<file path="config.mk">
export PLATFORM = sky130hd
export DESIGN_NAME = can_error_confinement
export DESIGN_NICKNAME = d
export VERILOG_FILES = /design/src/rtl/can_error_confinement.sv
export SDC_FILE = /design/constraint.sdc
export NUM_CORES = 1
export LEC_CHECK = 0
export CORE_UTILIZATION = 40
export DETAILED_ROUTE_END_ITERATION = 12
export PLACE_DENSITY = 0.6
export SYNTH_ARGS = -nofsm -noshare
export SYNTH_HDL_FRONTEND = slang
export SYNTH_SLANG_ARGS = --single-unit
</file>
<file path="constraint.sdc">
create_clock -name SP -period 2.2 [get_ports SP]
set_input_delay 0.55 -clock SP [delete_from_list [all_inputs] [get_ports SP]]
set_output_delay 0.55 -clock SP [all_outputs]
set_load 0.02 [all_outputs]
</file>
<file path="src/rtl/can_error_confinement.sv">
// ---------------------------------------------------------------------------
// can_error_confinement
//
// CAN fault-confinement block, clocked once per bit at the sample point.
//
// What it does:
//   - Merges N_ERR active-low error-detect sources into one error event.
//   - Keeps the transmit and receive error counters (TEC/REC).
//   - Derives the error-active, error-passive and bus-off state.
//   - Sequences the error flag, flag superposition and error delimiter on
//     the bus.
//   - Runs bus-off recovery, which needs RECOV_SEQ runs of 11 recessive
//     bits.
//
// Ports:
//   SP         in   sample-point clock, all state changes on its rising edge
//   reset      in   asynchronous active-high reset
//   err_n      in   [N_ERR] per-source error detect, active-low
//   is_tx      in   1 = node transmits the current frame, 0 = receiver
//   tx_ok      in   one-SP pulse, frame transmitted successfully
//   rx_ok      in   one-SP pulse, frame received successfully
//   bus_bit    in   sampled bus level, 0 = dominant
//   ERROR      out  active-low error pulse, one SP long
//   flag_bit   out  level to drive on the bus, 0 = dominant
//   err_src    out  [N_ERR] active-high copy of the sources of the last error
//   err_state  out  00 error-active, 01 error-passive, 10 bus-off
//   tec        out  [CNT_W] transmit error counter
//   rec        out  [CNT_W] receive error counter
// ---------------------------------------------------------------------------
module can_error_confinement #(
    parameter int N_ERR       = 4,
    parameter int FLAG_LEN    = 6,
    parameter int DELIM_LEN   = 8,
    parameter int CNT_W       = 9,
    parameter int PASSIVE_LIM = 128,
    parameter int BUSOFF_LIM  = 256,
    parameter int RECOV_SEQ   = 128
) (
    input  logic             SP,
    input  logic             reset,
    input  logic [N_ERR-1:0] err_n,
    input  logic             is_tx,
    input  logic             tx_ok,
    input  logic             rx_ok,
    input  logic             bus_bit,
    output logic             ERROR,
    output logic             flag_bit,
    output logic [N_ERR-1:0] err_src,
    output logic [1:0]       err_state,
    output logic [CNT_W-1:0] tec,
    output logic [CNT_W-1:0] rec
);

    localparam int FC_W    = (FLAG_LEN  > 1) ? $clog2(FLAG_LEN)  : 1;
    localparam int DC_W    = (DELIM_LEN > 1) ? $clog2(DELIM_LEN) : 1;
    localparam int OC_W    = (RECOV_SEQ > 1) ? $clog2(RECOV_SEQ) : 1;
    localparam int RUN_LEN = 11;
    localparam int RC_W    = 4;

    // Thresholds are compared one bit wider than the counters, so that a
    // limit equal to 2^CNT_W still works.
    localparam logic [CNT_W:0]   CNT_MAX     = {1'b0, {CNT_W{1'b1}}};
    localparam logic [CNT_W:0]   PASSIVE_THR = (CNT_W+1)'(PASSIVE_LIM);
    localparam logic [CNT_W:0]   BUSOFF_THR  = (CNT_W+1)'(BUSOFF_LIM);
    localparam logic [CNT_W-1:0] REC_RESTORE = CNT_W'(119);

    typedef enum logic [2:0] {
        ST_IDLE,
        ST_FLAG,
        ST_SUPERPOS,
        ST_DELIM,
        ST_BUSOFF
    } state_t;

    state_t            state_reg,     state_next;
    logic [FC_W-1:0]   flag_cnt_reg,  flag_cnt_next;
    logic [DC_W-1:0]   delim_cnt_reg, delim_cnt_next;
    logic [RC_W-1:0]   run_cnt_reg,   run_cnt_next;
    logic [OC_W-1:0]   occ_cnt_reg,   occ_cnt_next;
    logic [CNT_W-1:0]  tec_reg,       tec_next;
    logic [CNT_W-1:0]  rec_reg,       rec_next;
    logic              busoff_reg,    busoff_next;
    logic              dom_flag_reg,  dom_flag_next;
    logic              error_n_reg,   error_n_next;
    logic [N_ERR-1:0]  err_src_reg,   err_src_next;

    logic [N_ERR-1:0]  src_active;
    logic              err_event;
    logic [CNT_W-1:0]  tec_inc;
    logic [CNT_W-1:0]  rec_inc;

    function automatic logic [CNT_W-1:0] sat(input logic [CNT_W:0] v);
        return (v > CNT_MAX) ? CNT_MAX[CNT_W-1:0] : v[CNT_W-1:0];
    endfunction

    genvar gi;
    generate
        for (gi = 0; gi < N_ERR; gi++) begin : g_src
            assign src_active[gi] = ~err_n[gi];
        end
    endgenerate

    assign err_event = |src_active;
    assign tec_inc   = sat({1'b0, tec_reg} + (CNT_W+1)'(8));
    assign rec_inc   = sat({1'b0, rec_reg} + (CNT_W+1)'(1));

    assign err_state = busoff_reg ? 2'b10 :
                       (({1'b0, tec_reg} >= PASSIVE_THR) ||
                        ({1'b0, rec_reg} >= PASSIVE_THR)) ? 2'b01 : 2'b00;

    assign ERROR    = error_n_reg;
    assign flag_bit = ~((state_reg == ST_FLAG) && dom_flag_reg);
    assign err_src  = err_src_reg;
    assign tec      = tec_reg;
    assign rec      = rec_reg;

    always_comb begin
        state_next     = state_reg;
        flag_cnt_next  = flag_cnt_reg;
        delim_cnt_next = delim_cnt_reg;
        run_cnt_next   = run_cnt_reg;
        occ_cnt_next   = occ_cnt_reg;
        tec_next       = tec_reg;
        rec_next       = rec_reg;
        busoff_next    = busoff_reg;
        dom_flag_next  = dom_flag_reg;
        error_n_next   = 1'b1;
        err_src_next   = err_src_reg;

        case (state_reg)
            ST_IDLE: begin
                if (err_event) begin
                    // Flag polarity follows the confinement state the node
                    // was in when the error was seen, before this increment.
                    err_src_next  = src_active;
                    dom_flag_next = (err_state == 2'b00);
                    flag_cnt_next = '0;
                    if (is_tx) begin
                        tec_next = tec_inc;
                    end else begin
                        rec_next = rec_inc;
                    end
                    if (is_tx && ({1'b0, tec_inc} >= BUSOFF_THR)) begin
                        // Going bus-off: no flag and no ERROR pulse.
                        state_next   = ST_BUSOFF;
                        busoff_next  = 1'b1;
                        run_cnt_next = '0;
                        occ_cnt_next = '0;
                    end else begin
                        state_next   = ST_FLAG;
                        error_n_next = 1'b0;
                    end
                end else begin
                    if (tx_ok && (tec_reg != '0)) begin
                        tec_next = tec_reg - CNT_W'(1);
                    end
                    if (rx_ok) begin
                        if ({1'b0, rec_reg} >= PASSIVE_THR) begin
                            rec_next = REC_RESTORE;
                        end else if (rec_reg != '0) begin
                            rec_next = rec_reg - CNT_W'(1);
                        end
                    end
                end
            end

            ST_FLAG: begin
                if (flag_cnt_reg == FC_W'(FLAG_LEN - 1)) begin
                    state_next = ST_SUPERPOS;
                end else begin
                    flag_cnt_next = flag_cnt_reg + FC_W'(1);
                end
            end

            ST_SUPERPOS: begin
                // Other nodes may still be flagging. The first recessive
                // bit is already delimiter bit 1.
                if (bus_bit) begin
                    if (DELIM_LEN <= 1) begin
                        state_next = ST_IDLE;
                    end else begin
                        state_next     = ST_DELIM;
                        delim_cnt_next = DC_W'(1);
                    end
                end
            end

            ST_DELIM: begin
                if (bus_bit) begin
                    if (delim_cnt_reg == DC_W'(DELIM_LEN - 1)) begin
                        state_next = ST_IDLE;
                    end else begin
                        delim_cnt_next = delim_cnt_reg + DC_W'(1);
                    end
                end else begin
                    delim_cnt_next = '0;
                end
            end

            ST_BUSOFF: begin
                if (bus_bit) begin
                    if (run_cnt_reg == RC_W'(RUN_LEN - 1)) begin
                        run_cnt_next = '0;
                        if (occ_cnt_reg == OC_W'(RECOV_SEQ - 1)) begin
                            occ_cnt_next = '0;
                            tec_next     = '0;
                            rec_next     = '0;
                            busoff_next  = 1'b0;
                            state_next   = ST_IDLE;
                        end else begin
                            occ_cnt_next = occ_cnt_reg + OC_W'(1);
                        end
                    end else begin
                        run_cnt_next = run_cnt_reg + RC_W'(1);
                    end
                end else begin
                    run_cnt_next = '0;
                end
            end

            default: begin
                state_next = ST_IDLE;
            end
        endcase
    end

    always_ff @(posedge SP or posedge reset) begin
        if (reset) begin
            state_reg     <= ST_IDLE;
            flag_cnt_reg  <= '0;
            delim_cnt_reg <= '0;
            run_cnt_reg   <= '0;
            occ_cnt_reg   <= '0;
            tec_reg       <= '0;
            rec_reg       <= '0;
            busoff_reg    <= 1'b0;
            dom_flag_reg  <= 1'b0;
            error_n_reg   <= 1'b1;
            err_src_reg   <= '0;
        end else begin
            state_reg     <= state_next;
            flag_cnt_reg  <= flag_cnt_next;
            delim_cnt_reg <= delim_cnt_next;
            run_cnt_reg   <= run_cnt_next;
            occ_cnt_reg   <= occ_cnt_next;
            tec_reg       <= tec_next;
            rec_reg       <= rec_next;
            busoff_reg    <= busoff_next;
            dom_flag_reg  <= dom_flag_next;
            error_n_reg   <= error_n_next;
            err_src_reg   <= err_src_next;
        end
    end

endmodule

</file>
==> flow_summary.toml <==
[setup_path]
slowest_stage = "clkdlybuf4s50_1"
crit_buf_inv = 2
cp.required_ps = 2400
cpLargestDelayFamily = "buffers and inverters"
critical_path_class = "primary input to flop"
startpoint_type = "primary input"
cpPeakStageDelay_ps = 520
r2r_start = "tec[1]"
crit_arrival_ps = 2320
crit_fanout = 4
end_kind = "flop"
critPathLaunch = "bus_bit"
worstPathCellList = "clkdlybuf4s50_1 > nand4b_4 > o41ai_4 > o311ai_4 > nand2b_1 > buf_4 > o21a_1"

[logic_synthesis]
async_reset_ff_frac = 1.00
synth_cells = 358
synth-seq-cells = 45
synth_area_per_cell_um2 = 8.55
synthFlopType = "dfrtp_1"
synthTopCellsByArea = "dfrtp_1, ha_1, nand2_1"
synth.most_common_cell = "dfrtp_1"
synth.distinct_cells = 63
ys_seq_area_frac = 0.369
synth.cell_area_mm2 = 0.00306
synth_nets = 381
yosysTopAreaCell = "dfrtp_1"
yosys_warnings = 0
synth_top_area_frac = 0.360
synth-edff-count = 0
synth_common_cells = "dfrtp_1, nand2_1, o21ai_0"

[timing]
grt_setup_unrepaired = "false"
fin_worst_skew_ps = 7.81
hold_violations = 0
setup-violations-final = 0
fmax_ghz = 0.472
fin_crit_ps = 2120
worst-slew-pin-transition_ps = 475
period_share = 0.963
setup_tns_ps = 0
hold_ws_ps = 492
slew_headroom = 0.683
finalMaxSlewViolations = 0

[detailed_routing]
drt.antenna.violating_nets = 0
dr.pass1.iters = 5
wirelength_mm = 8.17
via_count = 3006
via_per_inst = 5.65
post_drt_wl_per_cell_um = 15.4
drc = 0
drt-initial-drc-count = 146

[cts]
clkLatencyLatePin_ps = 310
ctsHtreeMaxLevel = 2
clock-sinks = 45
clk_pin_slew_worst_paths_ps = 90
cts_hold_buffers = 0
tritoncts = "yes"
cts-root-buf = "clkbuf_8"
cts-buffers-inserted = 5
cts_buffer_depth = 2

[global_routing]
grt_pass1_vias = 2783
grt_pass1_wl_mm = 13.4
grt_util_all_layers = 0.219
grtUsageMet1 = 0.306
antenna_found_initial = 0
grt_overflow_total = 0
grtUsageMet3 = 0.0379
grt_max_degree = 26
grt_busiest_layer = "met2"
met2_usage = 0.341

[finish]
multi_input_area_mm2 = 0.00179
drive_gt1_frac = 0.199
fill_cells = 659
syn_to_final_growth_pct = 30.8
seqCellArea_mm2 = 0.00113
design_area_mm2 = 0.00400
layout.nets = 455
n_antenna_cell = 0

[pwr]
pwr_density_cell_mw_per_mm2 = 530
peakVddDrop_uv = 235
p_leak_nw = 1.70

[floorplanning]
die-area_mm2 = 0.00800
fp.coreArea_mm2 = 0.00733
num_io_pins = 36
die_h_um = 89.5
fp.dieW_um = 89.5
start_util = 0.417
row_count = 31

[job]
drv_cap = 0

[placement]
dp_hpwl_mm = 5.92
globalplace.congestion = 0.896
port_buffers = 35
placed_area_mm2 = 0.00388

[worst_hold_path]
hp-class = "flop to flop"
min_from = "dom_flag_reg"

[status]
outcome = "completed"
[per-stage QoR]
stage / setup slack [ps] / util / cells / total power [mW]
global route: 6.51 / 0.546 / 532 / 2.27
finish: 82.1 / 0.546 / 532 / 2.12
global placement: -266 / 0.530 / 524 / 1.56
detailed placement: -253 / 0.530 / 524 / 1.58
CTS: 11.7 / 0.545 / 532 / 2.15
floorplan: 136 / - / 358 / 1.36
[tightest hold or removal path: cells and delay by family (launching register included)]
kind	cells	cell delay (ps)
DFF	1	350
and+or+nand+nor	1	60
AOI/OAI and AO/OA	1	60
[area by class of cell]
cell class                 instances  share of cell area
tap                               99              0.0310
inverter                          15              0.0141
timing repair buffer              91               0.203
clock buffer                       5              0.0172
sequential                        45               0.283
clock inverter                     3             0.00563
multi-input combinational        274               0.446
[kinds of logic (layout without fill, tap and decap cells)]
group	after synthesis	count (layout)	synth area share
XOR/XNOR	5	5	0.0143
multiplexers	4	4	0.0151
AND/OR/NAND/NOR	141	141	0.240
AO/OA/AOI/OAI	111	111	0.255
adder cells (fa/ha/maj)	13	13	0.0532
buffers and inverters	39	114	0.0532
flip-flops	45	45	0.369
[layer usage]
layer	vias to the layer above	part of all wire
met5	-	0
li1	1470	-
met3	8	0.044
met1	1459	0.49
met4	0	0.012
met2	69	0.45
[report_power, final]
part           internal, mW  total, mW  switching (mW)
Clock                 0.226      0.538           0.312
Sequential            0.909      0.988          0.0793
Combinational         0.290      0.594           0.304
[cell usage in the layout (no fill, tap or decap), drive strengths merged, types with 3 or more instances in the layout]
| cell type | synthesis | layout |
|---|---|---|
| buf | 9 | 56 |
| dfrtp | 44 | 44 |
| nand2 | 42 | 42 |
| clkdlybuf4s50 | 0 | 33 |
| o21ai | 26 | 26 |
| a21oi | 25 | 25 |
| nor2 | 25 | 25 |
| nand3 | 20 | 20 |
| inv | 15 | 15 |
| nor3 | 14 | 14 |
| ha | 13 | 13 |
| o22a | 10 | 10 |
| nand4 | 6 | 6 |
| a211oi | 6 | 6 |
| o31ai | 6 | 6 |
| o22ai | 6 | 6 |
| clkbuf | 15 | 5 |
| nor3b | 5 | 5 |
| or3 | 4 | 4 |
| nand2b | 4 | 4 |
| a31oi | 4 | 4 |
| nor4 | 3 | 3 |
| a221oi | 3 | 3 |
| a22o | 3 | 3 |
| a21o | 3 | 3 |
| xor2 | 3 | 3 |
| a41oi | 3 | 3 |
| and2 | 3 | 3 |
| clkinv | 0 | 3 |
[worst paths after layout]
kind                                 to  slack, ps  depth (start not counted)
min in group asynchronous        rec[5]        570                          2
setup reg to reg                 tec[8]        110                          8
max in group asynchronous        tec[7]       1140                          3
hold reg to reg            dom_flag_reg        490                          2
hold / removal             dom_flag_reg        490                          2
setup / recovery                 tec[3]         80                          7
[timing repair]
item,in CTS,in global routing
resized for setup,5,5
hold endpoints to repair,0,0
setup endpoints to repair,2,4
setup buffers,0,0
No activity file was read; power rests on OpenSTA's default activity.
